--- src/rtl/wb_stage_if.sv ---
// EX/WB buffer outputs consumed by the writeback stage, plus the stage's own results.
// slave is the stage's view; master is the driver/observer view.
interface wb_stage_if #(
    parameter int unsigned CNT_W = 32
);
    logic             valid_wb;
    logic [1:0]       writeBackControl_wb;
    logic             regWrt_wb;
    logic             branchZero_wb;
    logic             branchNeg_wb;
    logic             jump_wb;
    logic             jumpMem_wb;
    logic [31:0]      pc_plus_y_wb;
    logic [31:0]      xrs_wb;
    logic [31:0]      readData_wb;
    logic [31:0]      aluResult_wb;
    logic             z_wb;
    logic             n_wb;
    logic [5:0]       rd_wb;

    logic             rf_we;
    logic [5:0]       rf_waddr;
    logic [31:0]      rf_wdata;
    logic             pc_redirect;
    logic [31:0]      pc_target;
    logic             flush;
    logic [CNT_W-1:0] retired_cnt;
    logic [CNT_W-1:0] squashed_cnt;

    modport slave (
        input  valid_wb, writeBackControl_wb, regWrt_wb, branchZero_wb, branchNeg_wb,
               jump_wb, jumpMem_wb, pc_plus_y_wb, xrs_wb, readData_wb, aluResult_wb,
               z_wb, n_wb, rd_wb,
        output rf_we, rf_waddr, rf_wdata, pc_redirect, pc_target, flush,
               retired_cnt, squashed_cnt
    );

    modport master (
        output valid_wb, writeBackControl_wb, regWrt_wb, branchZero_wb, branchNeg_wb,
               jump_wb, jumpMem_wb, pc_plus_y_wb, xrs_wb, readData_wb, aluResult_wb,
               z_wb, n_wb, rd_wb,
        input  rf_we, rf_waddr, rf_wdata, pc_redirect, pc_target, flush,
               retired_cnt, squashed_cnt
    );
endinterface

--- src/rtl/wb_stage.sv ---
// Writeback / branch-resolve stage: register-file write port, PC redirect,
// post-branch flush FSM and retired/squashed instruction counters.
module wb_stage #(
    parameter int unsigned FLUSH_DEPTH = 3,
    parameter int unsigned CNT_W       = 32
) (
    input  logic       clock,
    input  logic       reset_n,
    wb_stage_if.slave  bus
);
    localparam int unsigned CntBits = (FLUSH_DEPTH > 0) ? $clog2(FLUSH_DEPTH + 1) : 1;

    typedef enum logic [0:0] {StRun, StFlush} state_e;

    state_e             state_q, state_d;
    logic [CntBits-1:0] cnt_q, cnt_d;
    logic               rf_we_q, rf_we_d;
    logic [5:0]         rf_waddr_q, rf_waddr_d;
    logic [31:0]        rf_wdata_q, rf_wdata_d;
    logic               redirect_q, redirect_d;
    logic [31:0]        target_q, target_d;
    logic [CNT_W-1:0]   retired_q, retired_d;
    logic [CNT_W-1:0]   squashed_q, squashed_d;

    logic live;
    logic squash;
    logic taken;

    always_comb begin
        live   = bus.valid_wb && (state_q == StRun);
        squash = bus.valid_wb && (state_q == StFlush);
        taken  = live && (bus.jumpMem_wb || bus.jump_wb ||
                          (bus.branchZero_wb && bus.z_wb) ||
                          (bus.branchNeg_wb && bus.n_wb));

        rf_we_d    = live && bus.regWrt_wb;
        rf_waddr_d = bus.rd_wb;
        unique case (bus.writeBackControl_wb)
            2'b01:   rf_wdata_d = bus.readData_wb;
            2'b10:   rf_wdata_d = bus.pc_plus_y_wb;
            default: rf_wdata_d = bus.aluResult_wb;
        endcase

        redirect_d = taken;
        target_d   = target_q;
        if (taken) begin
            target_d = bus.jumpMem_wb ? bus.readData_wb : bus.xrs_wb;
        end

        retired_d  = retired_q + CNT_W'(live);
        squashed_d = squashed_q + CNT_W'(squash);

        state_d = state_q;
        cnt_d   = cnt_q;
        unique case (state_q)
            StRun: begin
                if (taken && (FLUSH_DEPTH > 0)) begin
                    state_d = StFlush;
                    cnt_d   = CntBits'(FLUSH_DEPTH);
                end
            end
            StFlush: begin
                // Counts down the squash window; taken conditions are ignored here.
                cnt_d = cnt_q - CntBits'(1);
                if (cnt_q == CntBits'(1)) begin
                    state_d = StRun;
                end
            end
            default: begin
                state_d = StRun;
                cnt_d   = '0;
            end
        endcase
    end

    always_ff @(posedge clock) begin
        if (!reset_n) begin
            state_q    <= StRun;
            cnt_q      <= '0;
            rf_we_q    <= 1'b0;
            rf_waddr_q <= '0;
            rf_wdata_q <= '0;
            redirect_q <= 1'b0;
            target_q   <= '0;
            retired_q  <= '0;
            squashed_q <= '0;
        end else begin
            state_q    <= state_d;
            cnt_q      <= cnt_d;
            rf_we_q    <= rf_we_d;
            rf_waddr_q <= rf_waddr_d;
            rf_wdata_q <= rf_wdata_d;
            redirect_q <= redirect_d;
            target_q   <= target_d;
            retired_q  <= retired_d;
            squashed_q <= squashed_d;
        end
    end

    assign bus.rf_we        = rf_we_q;
    assign bus.rf_waddr     = rf_waddr_q;
    assign bus.rf_wdata     = rf_wdata_q;
    assign bus.pc_redirect  = redirect_q;
    assign bus.pc_target    = target_q;
    assign bus.flush        = (state_q == StFlush);
    assign bus.retired_cnt  = retired_q;
    assign bus.squashed_cnt = squashed_q;
endmodule

--- src/flat_wrapper.sv ---
// flat-port wrapper written by rule: the top's interface ports become plain ports
module wb_stage_flat 
#(
    parameter int unsigned FLUSH_DEPTH = 3,
    parameter int unsigned CNT_W       = 32
)
  (clock, reset_n, bus_valid_wb, bus_writeBackControl_wb, bus_regWrt_wb, bus_branchZero_wb, bus_branchNeg_wb, bus_jump_wb, bus_jumpMem_wb, bus_pc_plus_y_wb, bus_xrs_wb, bus_readData_wb, bus_aluResult_wb, bus_z_wb, bus_n_wb, bus_rd_wb, bus_rf_we, bus_rf_waddr, bus_rf_wdata, bus_pc_redirect, bus_pc_target, bus_flush, bus_retired_cnt, bus_squashed_cnt);
  wb_stage_if #(.CNT_W(CNT_W)) bus_i ();
  input  logic clock;
  input  logic reset_n;
  input wire logic [$bits(bus_i.valid_wb)-1:0] bus_valid_wb;
  input wire logic [$bits(bus_i.writeBackControl_wb)-1:0] bus_writeBackControl_wb;
  input wire logic [$bits(bus_i.regWrt_wb)-1:0] bus_regWrt_wb;
  input wire logic [$bits(bus_i.branchZero_wb)-1:0] bus_branchZero_wb;
  input wire logic [$bits(bus_i.branchNeg_wb)-1:0] bus_branchNeg_wb;
  input wire logic [$bits(bus_i.jump_wb)-1:0] bus_jump_wb;
  input wire logic [$bits(bus_i.jumpMem_wb)-1:0] bus_jumpMem_wb;
  input wire logic [$bits(bus_i.pc_plus_y_wb)-1:0] bus_pc_plus_y_wb;
  input wire logic [$bits(bus_i.xrs_wb)-1:0] bus_xrs_wb;
  input wire logic [$bits(bus_i.readData_wb)-1:0] bus_readData_wb;
  input wire logic [$bits(bus_i.aluResult_wb)-1:0] bus_aluResult_wb;
  input wire logic [$bits(bus_i.z_wb)-1:0] bus_z_wb;
  input wire logic [$bits(bus_i.n_wb)-1:0] bus_n_wb;
  input wire logic [$bits(bus_i.rd_wb)-1:0] bus_rd_wb;
  output wire logic [$bits(bus_i.rf_we)-1:0] bus_rf_we;
  output wire logic [$bits(bus_i.rf_waddr)-1:0] bus_rf_waddr;
  output wire logic [$bits(bus_i.rf_wdata)-1:0] bus_rf_wdata;
  output wire logic [$bits(bus_i.pc_redirect)-1:0] bus_pc_redirect;
  output wire logic [$bits(bus_i.pc_target)-1:0] bus_pc_target;
  output wire logic [$bits(bus_i.flush)-1:0] bus_flush;
  output wire logic [$bits(bus_i.retired_cnt)-1:0] bus_retired_cnt;
  output wire logic [$bits(bus_i.squashed_cnt)-1:0] bus_squashed_cnt;
  assign bus_i.valid_wb = bus_valid_wb;
  assign bus_i.writeBackControl_wb = bus_writeBackControl_wb;
  assign bus_i.regWrt_wb = bus_regWrt_wb;
  assign bus_i.branchZero_wb = bus_branchZero_wb;
  assign bus_i.branchNeg_wb = bus_branchNeg_wb;
  assign bus_i.jump_wb = bus_jump_wb;
  assign bus_i.jumpMem_wb = bus_jumpMem_wb;
  assign bus_i.pc_plus_y_wb = bus_pc_plus_y_wb;
  assign bus_i.xrs_wb = bus_xrs_wb;
  assign bus_i.readData_wb = bus_readData_wb;
  assign bus_i.aluResult_wb = bus_aluResult_wb;
  assign bus_i.z_wb = bus_z_wb;
  assign bus_i.n_wb = bus_n_wb;
  assign bus_i.rd_wb = bus_rd_wb;
  assign bus_rf_we = bus_i.rf_we;
  assign bus_rf_waddr = bus_i.rf_waddr;
  assign bus_rf_wdata = bus_i.rf_wdata;
  assign bus_pc_redirect = bus_i.pc_redirect;
  assign bus_pc_target = bus_i.pc_target;
  assign bus_flush = bus_i.flush;
  assign bus_retired_cnt = bus_i.retired_cnt;
  assign bus_squashed_cnt = bus_i.squashed_cnt;
  wb_stage #(.FLUSH_DEPTH(FLUSH_DEPTH), .CNT_W(CNT_W)) u_core (.clock(clock), .reset_n(reset_n), .bus(bus_i));
endmodule
--- config.mk ---
export PLATFORM = sky130hd
export DESIGN_NAME = wb_stage_flat
export DESIGN_NICKNAME = d
export VERILOG_FILES = /design/src/rtl/wb_stage_if.sv /design/src/rtl/wb_stage.sv /design/src/flat_wrapper.sv
export SDC_FILE = /design/constraint.sdc
export NUM_CORES = 1
export LEC_CHECK = 0
export ABC_AREA = 1
export CAP_MARGIN = 20
export CORE_ASPECT_RATIO = 1.4
export CORE_MARGIN = 2
export CORE_UTILIZATION = 45
export CTS_BUF_LIST = sky130_fd_sc_hd__clkbuf_2 sky130_fd_sc_hd__clkbuf_4 sky130_fd_sc_hd__clkbuf_8
export CTS_CLUSTER_DIAMETER = 30
export DETAILED_ROUTE_END_ITERATION = 10
export DONT_BUFFER_PORTS = 1
export HOLD_SLACK_MARGIN = 0.03
export MAX_ROUTING_LAYER = met4
export PLACE_DENSITY_LB_ADDON = 0.1
export SYNTH_ARGS = -nofsm -noshare
export SYNTH_HDL_FRONTEND = slang
export SYNTH_SLANG_ARGS = --single-unit
--- constraint.sdc ---
create_clock -name clock -period 2.6 [get_ports clock]
set_clock_uncertainty 0.15 [all_clocks]
set_input_delay 0.52 -clock clock [delete_from_list [all_inputs] [get_ports clock]]
set_output_delay 0.52 -clock clock [all_outputs]
set_load 0.005 [all_outputs]
# Word-level counts from Yosys, hierarchy flattened
# Index checks and enable logic that the tools add are counted.
op_classes:
  reduce_logical: 9
  bitwise: 1
  eq_ne: 4
  addsub: 3
  mux: 7
op_table:
  columns: ["cell", "count"]
  rows:
  - ["32-bit by 1-bit adder with 32-bit output", 2]
  - ["32-bit case mux with 2 select lines", 1]
  - ["32-bit 2-to-1 mux", 1]
  - ["1-bit logical AND", 6]
  - ["2-bit by 1-bit == test with 1-bit output (second input constant)", 2]
  - ["2-bit case mux with 2 select lines", 1]
  - ["1-bit logical OR", 3]
  - ["2-bit == test (second input constant)", 1]
  - ["1-bit 2-to-1 mux", 2]
  - ["2-bit 2-to-1 mux", 1]
  - ["2-bit by 1-bit != test with 1-bit output (second input constant)", 1]
  - ["1-bit case mux with 2 select lines", 1]
  - ["2-bit by 1-bit subtractor with 2-bit output (second input constant)", 1]
  - ["1-bit NOT", 1]
word_totals:
  inputBits: 146
  regBits: 139
  word_cells: 33

# Logic depth before layout (Yosys ltp)
depth:
  depth_word: 6
  ltp_mapped: 13
  depth_no_buf: 13

# Worst setup path before layout
# Ideal clock, no wire load.
synth_timing:
  path_type: "input to register"
  from: "input bus_valid_wb"
  to: "register u_core.squashed_q[20], in the netlist u_core.bus.squashed_cnt[20]"
  required_ns: 2.337
  path_buffers: 0
  setup_slack_ns: 0.722
  stages: 13
  arrival_time_ns: 1.615
  setup_time_ns: 0.113
  path_cell_list: "nand2_1 > inv_1 > ha_1 > ha_1 > nand2_1 > nor2_2 > nand2_2 > nor2_4 > inv_2 > nor2_2 > nand2_1 > nand2_1 > nor2_1"
synth_between:
  elab_chain_len: 2
synth_rtl:
  columns: ["element", "line_no", "rtl"]
  rows:
  - ["start, declared", "flat_wrapper.sv:11", "input wire logic [$bits(bus_i.valid_wb)-1:0] bus_valid_wb;"]
  - ["1-bit logical AND", "wb_stage.sv:31", "squash = bus.valid_wb && (state_q == StFlush);"]
  - ["32-bit by 1-bit adder with 32-bit output", "wb_stage.sv:51", "squashed_d = squashed_q + CNT_W'(squash);"]
  - ["end signal, assigned", "wb_stage.sv:96", "squashed_q <= squashed_d;"]
  - ["end, declared", "wb_stage.sv:23", "logic [CNT_W-1:0] squashed_q, squashed_d;"]
# Every way passes these cells.
# A chain may end at the register's enable or synchronous reset.

# Worst setup path in the final report
layout_timing:
  from: "register u_core.state_q, in the netlist u_core.bus.flush"
  to: "register u_core.retired_q[18], in the netlist u_core.bus.retired_cnt[18]"
layout_between:
  elab_chain_len: 3
layout_rtl:
  columns: ["element", "line_no", "rtl"]
  rows:
  - ["start, declared", "wb_stage.sv:15", "state_e state_q, state_d;"]
  - ["start signal, assigned", "wb_stage.sv:78", "state_q <= StRun;"]
  - ["start signal, assigned", "wb_stage.sv:88", "state_q <= state_d;"]
  - ["1-bit NOT", "wb_stage.sv:30", "live = bus.valid_wb && (state_q == StRun);"]
  - ["1-bit logical AND", "wb_stage.sv:30", null]
  - ["32-bit by 1-bit adder with 32-bit output", "wb_stage.sv:50", "retired_d = retired_q + CNT_W'(live);"]
  - ["end signal, assigned", "wb_stage.sv:95", "retired_q <= retired_d;"]
  - ["end, declared", "wb_stage.sv:22", "logic [CNT_W-1:0] retired_q, retired_d;"]
# Every way passes these cells.

==> qor.yml <==
status: "completed"
fin_nets: 1055
synthCells: 895
drv_cap: 0
crit_path_end_kind: "flop"
worstReg2RegEnd: "u_core.bus.retired_cnt[18]"
wl_per_cell_um: 17.62
die_h_um: 145.7
p_per_area_nw_per_um2: 612.8
core_area_um2: 13970
rsz0062_at_grt: "no"
whs_path_depth: 2
yosysSeqAreaShare: 0.4311
synth_area_leaders: "dfxtp_1, nand2_1, a21oi_1, nor2_1, o21ai_0"
syn_nets: 1048
dieArea_um2: 15330
grt.overflow.total: 0
cts.clk_slew.worst_paths_ps: 90
worstPathArrival_ps: 2250
vias: 6007
grt_pass1_vias: 5956
synth_compound_area_frac: 0.1725
routed_via_density: 5.451
min_period_ps: 2059
gp_congestion: 0.9268
post_cts_resized: 0
ioPinCount: 283
startpoint_type: "flop"
peakVddDrop_mv: 0.2649
first_iter_violations: 302
fmax_ghz: 0.4856
drive_above_1_share: 0.07432
synth_cell_types: 27
drc_errors: 0
cts_tree: "yes"
r2r_slack_ps: 540
synth_top_area_frac: 0.4311
finalWorstSetupSlack_ps: 540.6
dp.cells: 1049
post-route-util: 0.5116
synth_warnings: 0
htreeDepth: 4
pre_cts_ws_ps: 551.3
first_pass_iters: 5
power_leakage_nw: 2.622
root_buffer: "clkbuf_8"
worstPathRequired_ps: 2790
start_util: 0.4619
finalNonFillerCells: 1102
synth_seq_cells: 139
min-delay-start: "bus_readData_wb[0]"
hp-class: "in -> reg"
crit_type: "reg -> reg"
numCtsBuffers: 17
grt_pass1_wl_mm: 30.05
cpPeakStageDelay_ps: 400
insertion_delay_ps: 440
cts_sinks: 139
path_cells: "inv_1, nand2_1, nor2_1, ha_1, nand2_1, nor2_4, nand3b_1, nor2_1, nand2_1, nand2_1, nor2_1"
layout_common_cells: "nand2_1, dfxtp_1, a21oi_1, nor2_1, o21ai_0"
synth_xor_area_frac: 0.01357
synth.cell_area_um2: 6455
drv_slew: 0
r2r-start: "u_core.bus.flush"
worst_pin_slew_ps: 501.7
timing.setup.tns_ps: 0
fillers: 1363
crit_path_frequent_cell: "nand2_1"
yosys.area.top_type: "dfxtp_1"
setup_viol: 0
worst-path-max-fanout: 6
grt_max_degree: 102
wirelength_mm: 19.42
antenna_found_initial: 2
yosys.area_share.simple: 0.2549
io_buffers: 0
area_growth_pct: 10.76
reg2reg_depth: 11
fin_crit_sh: 0.7921
synth_fa_ha_area_frac: 0.01357
min_to: "u_core.bus.rf_wdata[0]"
mostFrequentLayoutCell: "nand2_1"
ant_nets: 0
hpwlAfterDp_mm: 14.25
relSlewSlack: 0.6651
cts_buffer_depth: 2
avgSynthCellArea_um2: 7.212
grt_usage: 0.2532
cp_slowest_cell: "dfxtp_1"
synth.area.mux_share: 0.04962
rows: 51
report.final.hold_viol_count: 0
synth_top_family_by_area: "simple AND/OR/NAND/NOR gates"
die_w_um: 105.2
what timing repair did:
| action | CTS | global route |
|---|---|---|
| endpoints found under the hold margin | 10 | 8 |
| hold buffers | 10 | 9 |
| buffers inserted | 0 | 0 |
flip-flops by register name (all words and copies together), names as in the netlist:
register	flops
u_core.bus.retired_cnt	32
u_core.bus.flush	1
u_core.bus.rf_waddr	6
u_core.bus.squashed_cnt	32
u_core.cnt_q	2
u_core.bus.rf_wdata	32
u_core.bus.pc_target	32
u_core.bus.rf_we	1
u_core.bus.pc_redirect	1
kinds of logic (layout without fill, tap and decap cells):
logic type               after synthesis  in the layout
AO/OA/AOI/OAI                        220            220
XOR/XNOR                              10             10
adder cells (fa/ha/maj)                7              7
buffers and inverters                100            120
flip-flops                           139            139
multiplexers                          32             32
other                                  0              2
AND/OR/NAND/NOR                      387            387
routing by layer:
metal  track usage  vias to the layer above  share of wire
met5             -                        -              0
met4       0.09400                        0          0.027
met3       0.09136                       37          0.086
met2        0.4394                      278           0.51
met1        0.2598                     2750           0.38
li1              -                     2942              -
worst max-delay path, delay by kind of cell (launching register included):
family | cells | cell delay, ps
adders and majority gates | 1 | 170
buffers and inverters | 1 | 140
DFF | 1 | 400
and+or+nand+nor | 9 | 1100
final cells by class:
cell class              instances  area [um^2]  share of cell area
diodes                          2        5.005           0.0007000
multi-input cells             656         3254              0.4552
flip-flops and latches        139         2783              0.3892
inverters                      62        232.7             0.03255
repair buffers                 26        255.2             0.03570
well taps                     185        231.5             0.03238
clock buffers                  20        275.3             0.03850
clock inverters                12        112.6             0.01575
Yosys cell counts:
master / n
mux2i_1: 32
buf_2: 10
nor3_1: 3
nand3_1: 17
xnor2_1: 3
nand2_2: 3
nand3_4: 1
nor2_2: 15
clkinv_1: 1
and2_1: 3
nor3b_1: 1
clkbuf_1: 24
nand4_1: 3
nand2_1: 206
o21ai_1: 11
xor2_1: 7
inv_2: 4
nor2_1: 117
inv_1: 57
buf_6: 4
nand3b_1: 12
ha_1: 7
nor2_4: 6
dfxtp_1: 139
o21a_1: 5
o21ai_0: 67
a21oi_1: 137
worst max-delay path by stage:
| stage | start | slack [ps] | to | cells past startpoint |
|---|---|---|---|---|
| 6_report | u_core.bus.flush | 540 | u_core.bus.retired_cnt[18] | 11 |
| 5_1_grt | u_core.bus.flush | 290 | u_core.bus.squashed_cnt[20] | 13 |
| 4_1_cts | u_core.bus.flush | 530 | u_core.bus.squashed_cnt[20] | 13 |
| 3_5_place_dp | u_core.bus.flush | 550 | u_core.bus.retired_cnt[26] | 11 |
| 3_3_place_gp | u_core.bus.flush | 600 | u_core.bus.squashed_cnt[20] | 13 |
| 2_1_floorplan | bus_valid_wb | 720 | u_core.bus.squashed_cnt[20] | 13 |
power breakdown:
part	internal, mW	switching (mW)	total (mW)
sequential	2.24	0.0888	2.33
clock	0.841	0.870	1.71
combinational	0.141	0.198	0.340
per-stage QoR:
step | power (mW) | instance area (um^2) | hold WS, ps
2_1_floorplan | 2.628 | 6455 | 291.5
3_3_place_gp | 2.679 | 6566 | 303.5
3_5_place_dp | 2.690 | 6566 | 331.3
4_1_cts | 4.414 | 7054 | 30.22
5_1_grt | 4.575 | 7149 | 30.27
6_report | 4.381 | 7149 | 59.21
Power figures use the tool's default switching activity.
